===== src/rtl/vga_timing.sv =====
// vga_timing: 640x480@60 raster timing on a 50 MHz clock with latency-matched DAC outputs.
// Optional build macro VGA_TEST_PATTERN_EN replaces renderer colour with eight vertical colour bars.
// Ports:
//    clk, reset            system clock, synchronous active-high reset
//    pix_en                pixel tick, high every second clk
//    x, y                  registered pixel coordinates to the renderer, 0 outside the active area
//    frame_start           one-clk pulse on the tick entering the first blanking line
//    r_in, g_in, b_in      renderer colour, valid PIPE_LAT ticks after its x/y
//    vga_r, vga_g, vga_b   DAC colour, 0 while blanked
//    vga_hs, vga_vs        active-low syncs
//    vga_blank_n           low during blanking
//    vga_sync_n            tied low
//    vga_clk               25 MHz DAC clock
module vga_timing #(
   parameter int H_ACTIVE = 640,
   parameter int H_FP     = 16,
   parameter int H_SYNC   = 96,
   parameter int H_BP     = 48,
   parameter int V_ACTIVE = 480,
   parameter int V_FP     = 10,
   parameter int V_SYNC   = 2,
   parameter int V_BP     = 33,
   parameter int PIPE_LAT = 2
) (
   input  logic       clk,
   input  logic       reset,
   output logic       pix_en,
   output logic [9:0] x,
   output logic [8:0] y,
   output logic       frame_start,
   input  logic [7:0] r_in,
   input  logic [7:0] g_in,
   input  logic [7:0] b_in,
   output logic [7:0] vga_r,
   output logic [7:0] vga_g,
   output logic [7:0] vga_b,
   output logic       vga_hs,
   output logic       vga_vs,
   output logic       vga_blank_n,
   output logic       vga_sync_n,
   output logic       vga_clk
);
   localparam logic [9:0] H_LAST = 10'(H_ACTIVE + H_FP + H_SYNC + H_BP - 1);
   localparam logic [9:0] V_LAST = 10'(V_ACTIVE + V_FP + V_SYNC + V_BP - 1);
   localparam logic [9:0] H_ACT  = 10'(H_ACTIVE);
   localparam logic [9:0] V_ACT  = 10'(V_ACTIVE);
   localparam logic [9:0] HS_BEG = 10'(H_ACTIVE + H_FP);
   localparam logic [9:0] HS_END = 10'(H_ACTIVE + H_FP + H_SYNC);
   localparam logic [9:0] VS_BEG = 10'(V_ACTIVE + V_FP);
   localparam logic [9:0] VS_END = 10'(V_ACTIVE + V_FP + V_SYNC);
   logic                phase_q, phase_d;
   logic [9:0]          h_cnt_q, h_cnt_d, v_cnt_q, v_cnt_d, x_q, x_d;
   logic [8:0]          y_q, y_d;
   logic [PIPE_LAT-1:0] hs_pipe_q, hs_pipe_d, vs_pipe_q, vs_pipe_d, act_pipe_q, act_pipe_d;
   logic [7:0]          vga_r_q, vga_r_d, vga_g_q, vga_g_d, vga_b_q, vga_b_d;
   logic                vga_hs_q, vga_hs_d, vga_vs_q, vga_vs_d, blank_n_q, blank_n_d;
   logic                h_wrap, active, hs_raw, vs_raw, act_del;
   logic [7:0]          col_r, col_g, col_b;
`ifdef VGA_TEST_PATTERN_EN
   // Column index travels with the sync pipeline so the bars line up with blank_n.
   logic [9:0] hd_q [PIPE_LAT];
   logic [9:0] hd_d [PIPE_LAT];
   logic [2:0] bar;
   always_comb begin
      hd_d = hd_q;
      if (phase_q) begin
         hd_d[0] = h_cnt_q;
         for (int i = 1; i < PIPE_LAT; i++) hd_d[i] = hd_q[i-1];
      end
      bar = '0;
      for (int i = 1; i < 8; i++) bar = (hd_q[PIPE_LAT-1] >= 10'(i * (H_ACTIVE / 8))) ? bar + 3'd1 : bar;
      col_r = {8{bar[2]}};
      col_g = {8{bar[1]}};
      col_b = {8{bar[0]}};
   end
   always_ff @(posedge clk) hd_q <= reset ? '{default: '0} : hd_d;
`else
   always_comb begin
      col_r = r_in;
      col_g = g_in;
      col_b = b_in;
   end
`endif
   always_comb begin
      phase_d    = ~phase_q;
      h_wrap     = h_cnt_q == H_LAST;
      active     = (h_cnt_q < H_ACT) && (v_cnt_q < V_ACT);
      hs_raw     = !(h_cnt_q >= HS_BEG && h_cnt_q < HS_END);
      vs_raw     = !(v_cnt_q >= VS_BEG && v_cnt_q < VS_END);
      h_cnt_d    = !phase_q ? h_cnt_q : h_wrap ? '0 : h_cnt_q + 10'd1;
      v_cnt_d    = !(phase_q && h_wrap) ? v_cnt_q : (v_cnt_q == V_LAST) ? '0 : v_cnt_q + 10'd1;
      x_d        = !phase_q ? x_q : active ? h_cnt_q : '0;
      y_d        = !phase_q ? y_q : active ? v_cnt_q[8:0] : '0;
      hs_pipe_d  = hs_pipe_q;
      vs_pipe_d  = vs_pipe_q;
      act_pipe_d = act_pipe_q;
      if (phase_q) begin
         hs_pipe_d[0]  = hs_raw;
         vs_pipe_d[0]  = vs_raw;
         act_pipe_d[0] = active;
         for (int i = 1; i < PIPE_LAT; i++) begin
            hs_pipe_d[i]  = hs_pipe_q[i-1];
            vs_pipe_d[i]  = vs_pipe_q[i-1];
            act_pipe_d[i] = act_pipe_q[i-1];
         end
      end
      act_del   = act_pipe_q[PIPE_LAT-1];
      vga_r_d   = !phase_q ? vga_r_q : act_del ? col_r : '0;
      vga_g_d   = !phase_q ? vga_g_q : act_del ? col_g : '0;
      vga_b_d   = !phase_q ? vga_b_q : act_del ? col_b : '0;
      vga_hs_d  = phase_q ? hs_pipe_q[PIPE_LAT-1] : vga_hs_q;
      vga_vs_d  = phase_q ? vs_pipe_q[PIPE_LAT-1] : vga_vs_q;
      blank_n_d = phase_q ? act_del : blank_n_q;
   end
   always_ff @(posedge clk) begin
      if (reset) begin
         phase_q    <= 1'b0;
         h_cnt_q    <= '0;
         v_cnt_q    <= '0;
         x_q        <= '0;
         y_q        <= '0;
         hs_pipe_q  <= '1;
         vs_pipe_q  <= '1;
         act_pipe_q <= '0;
         vga_r_q    <= '0;
         vga_g_q    <= '0;
         vga_b_q    <= '0;
         vga_hs_q   <= 1'b1;
         vga_vs_q   <= 1'b1;
         blank_n_q  <= 1'b0;
      end else begin
         phase_q    <= phase_d;
         h_cnt_q    <= h_cnt_d;
         v_cnt_q    <= v_cnt_d;
         x_q        <= x_d;
         y_q        <= y_d;
         hs_pipe_q  <= hs_pipe_d;
         vs_pipe_q  <= vs_pipe_d;
         act_pipe_q <= act_pipe_d;
         vga_r_q    <= vga_r_d;
         vga_g_q    <= vga_g_d;
         vga_b_q    <= vga_b_d;
         vga_hs_q   <= vga_hs_d;
         vga_vs_q   <= vga_vs_d;
         blank_n_q  <= blank_n_d;
      end
   end
   assign pix_en      = phase_q;
   assign vga_clk     = phase_q;
   assign vga_sync_n  = 1'b0;
   assign frame_start = phase_q && (h_cnt_q == '0) && (v_cnt_q == V_ACT);
   assign x           = x_q;
   assign y           = y_q;
   assign vga_r       = vga_r_q;
   assign vga_g       = vga_g_q;
   assign vga_b       = vga_b_q;
   assign vga_hs      = vga_hs_q;
   assign vga_vs      = vga_vs_q;
   assign vga_blank_n = blank_n_q;
endmodule

===== config.mk =====
export PLATFORM = sky130hd
export DESIGN_NAME = vga_timing
export DESIGN_NICKNAME = d
export VERILOG_FILES = /design/src/rtl/vga_timing.sv
export SDC_FILE = /design/constraint.sdc
export NUM_CORES = 1
export LEC_CHECK = 0
export BUFFER_PORTS_ARGS = -buffer_cell sky130_fd_sc_hd__buf_2
export CORE_ASPECT_RATIO = 0.8
export CORE_UTILIZATION = 30
export CTS_CLUSTER_SIZE = 30
export DETAILED_ROUTE_END_ITERATION = 16
export PLACE_DENSITY_LB_ADDON = 0.1
export SYNTH_ARGS = -nofsm -noshare
export SYNTH_HDL_FRONTEND = slang
export SYNTH_SLANG_ARGS = --single-unit

===== constraint.sdc =====
create_clock -name clk -period 2.7 [get_ports clk]
set_input_delay 0.405 -clock clk [delete_from_list [all_inputs] [get_ports clk]]
set_output_delay 0.405 -clock clk [all_outputs]
set_load 0.005 [all_outputs]

==> results.sh <==
export IMPL_hold_violations=0
export IMPL_die_width_um=109.3
export IMPL_synthFlopType="dfxtp_1"
export IMPL_p_leak_nw=1.613
export IMPL_worst_pin_slew_ps=929.2
export IMPL_routedWlPerCell_um=14.56
export IMPL_cts_sinks=73
export IMPL_dp_hpwl_um=4559
export IMPL_drc=0
export IMPL_synth_area_leader_cell="dfxtp_1"
export IMPL_num_antenna_cells=0
export IMPL_hold_class="input pin to flop"
export IMPL_first_iter_violations=117
export IMPL_fin_skew_ps=6.672
export IMPL_placed_area_um2=3226
export IMPL_crit_path_start_kind="flop"
export IMPL_worstSkewPairLatency_ps=340
export IMPL_finalCritPeriodShare_pct=84.84
export IMPL_postLayoutCellArea_um2=3603
export IMPL_critPathMaxFanout=14
export IMPL_viasPerCell=4.786
export IMPL_arrival_ps=1890
export IMPL_syn_avg_cell_area_um2=10.32
export IMPL_dieArea_um2=9608
export IMPL_final_setup_tns_ps=0
export IMPL_ir_worst_vdd_v=0.0005612
export IMPL_required_ps=2300
export IMPL_ys_top_cells_by_area="dfxtp_1, a22o_1, nor2_1"
export IMPL_p_per_area_nw_per_um2=743.4
export IMPL_period_needed_ps=2291
export IMPL_cts_max_level=3
export IMPL_vias=2173
export IMPL_drive_gt1_share_pct=29.24
export IMPL_r2r_end="v_cnt_q[3]"
export IMPL_rrSetupSlack_ps=710
export IMPL_routed_wl_um=6609
export IMPL_yosysMostFrequentCell="dfxtp_1"
export IMPL_synth_seq_area_share_pct=52.85
export IMPL_ant_nets=0
export IMPL_globalplace_congestion=0.7804
export IMPL_synth_edf_count=0
export IMPL_row_count=30
export IMPL_synth_distinct_cells=40
export IMPL_cts_hold_fix_buffers=0
export IMPL_crit_path_end_kind="primary output"
export IMPL_clk_pin_slew_ps=60
export IMPL_area_growth_pct=30.32
export IMPL_status="finished, final reports clean"
export IMPL_nets=367
export IMPL_ioPinCount=76
export IMPL_grt_pass1_vias=1995
export IMPL_start_util_pct=31.75
export IMPL_drt_first_pass_iters=4
export IMPL_grt_pass1_wl_um=10610
export IMPL_power_mw=2.679
export IMPL_core_area_um2=8708
export IMPL_netlist_area_leader_share_pct=52.85
export IMPL_cts_tree="yes"
export IMPL_syn_nets=298
export IMPL_numCtsBuffers=9
export IMPL_grt_ovfl_total=0
export IMPL_cts_buffer_depth=2
export IMPL_maxCapViolCount=0
export IMPL_io_buffers=74
export IMPL_synth_common_cells="dfxtp_1, a22o_1, nor2_1, nand2_1, clkbuf_1"
export IMPL_cts_setup_buffers=0
export IMPL_fmax_ghz=0.4365
export IMPL_globalRouteTotalUtil_pct=14.82
export IMPL_n_fill_cell=878
export IMPL_crit_start="pix_en"
export IMPL_ys_warn_count=0
export IMPL_final_max_slew_viol_count=0
export IMPL_worst_setup_path_type="flop to primary output"
export IMPL_syn_inst=268
export IMPL_die_h_um=87.87
export IMPL_max_slew_margin_rel_pct=38.05
export IMPL_syn_cell_area_um2=2765
export IMPL_ys_seq_elements=73
export IMPL_r2r_start="h_cnt_q[0]"
export IMPL_async_flop_share_pct=0
export IMPL_worstRegToRegCells=5
export IMPL_root_buffer="clkbuf_16"
export IMPL_place_ws_ps=712.0
export IMPL_setup_worst_path_end="frame_start"
export IMPL_cts_resized_gates=0
export IMPL_setup_viol=0
export IMPL_grt_antenna_before_repair=0
export IMPL_fin_ws_ps=409.3
export IMPL_grt_max_degree=46
export IMPL_rsz0062_at_grt="false"
cells in the final DEF, fill, tap and decap left out, types with 2 or more instances in the layout:
cell type and count:
nand4_1 5, xor2_1 4, dfxtp_1 73, nor2_1 19, buf_4 5, or3_1 2, nor4_1 6, bufinv_16 4
mux2i_1 7, a22o_1 44, nand2b_1 2, inv_1 8, and3_1 6, buf_2 74, clkbuf_8 2, ha_1 4
nor3_1 7, xnor2_1 8, nand2_1 18, a21o_1 2, a21oi_1 4, clkbuf_16 9, nand3_1 8, o21ai_0 3
layout make-up:
cell class              count  area (µm²)  area share (%)
multi-input cells         166        1186           32.92
clock buffers              11       252.7           7.014
inverters                   8       30.03          0.8333
clock inverters             5       125.1           3.472
repair buffers             79       407.9           11.32
well taps                 112       140.1           3.889
flip-flops and latches     73        1461           40.56
layer usage:
layer | routed length (µm) | part of all wire [%] | global-route usage [%] | vias up
li1 | - | - | - | 1115
met1 | 3458 | 52 | 21.00 | 996
met2 | 2651 | 40 | 19.84 | 53
met3 | 421 | 6.4 | 6.250 | 9
met4 | 78 | 1.2 | 5.212 | 0
met5 | 0 | 0 | 0 | -
worst max-delay path, cell delays in order, from the launching register on:
cell and delay, ps:
dfxtp_1 620, nand2b_1 190, nor4b_1 390, and3_1 230, buf_2 110
through the flow:
step / hold slack (ps) / cells / util (%)
2_1_floorplan: 426.1 / 268 / -
5_1_grt: 267.4 / 454 / 41.38
6_report: 277.3 / 454 / 41.38
3_3_place_gp: 433.3 / 438 / 37.04
4_1_cts: 265.2 / 454 / 41.38
3_5_place_dp: 446.0 / 438 / 37.04
worst min-delay path by stage:
| stage | slack, ps | from | cells after the start | endpoint |
|---|---|---|---|---|
| floorplan | 430 | act_pipe_q[0] | 1 | act_pipe_q[0] |
| global placement | 430 | vga_blank_n | 1 | vga_blank_n |
| detailed placement | 450 | act_pipe_q[0] | 1 | act_pipe_q[0] |
| CTS | 270 | r_in[3] | 2 | vga_r[3] |
| global route | 270 | b_in[7] | 2 | vga_b[7] |
| finish | 280 | r_in[3] | 2 | vga_r[3] |
cell families after synthesis:
| family | count (synthesis) | synth area share [%] |
|---|---|---|
| AOI/OAI and AO/OA | 60 | 17.78 |
| xor gates and xnor gates | 12 | 3.801 |
| adders and majority gates | 4 | 1.810 |
| buffers and inverters | 29 | 4.525 |
| DFF | 73 | 52.85 |
| muxes | 7 | 2.534 |
| other | 1 | 0.1356 |
| and+or+nand+nor | 82 | 16.56 |
where the power goes:
part | switching (mW) | total (mW) | internal (mW)
sequential | 0.0122 | 1.10 | 1.09
clock | 0.442 | 1.49 | 1.04
combinational | 0.0541 | 0.0919 | 0.0378
total | 0.509 | 2.68 | 2.17
flip-flops by register name, indices dropped and copies added (netlist names):
| register | count |
|---|---|
| h_cnt_q | 10 |
| v_cnt_q | 10 |
| x | 10 |
| y | 9 |
| vga_b | 8 |
| vga_g | 8 |
| vga_r | 8 |
| act_pipe_q | 2 |
| hs_pipe_q | 2 |
| vs_pipe_q | 2 |
| pix_en | 1 |
| vga_blank_n | 1 |
| vga_hs | 1 |
| vga_vs | 1 |
No activity file was read; power rests on OpenSTA's default activity.
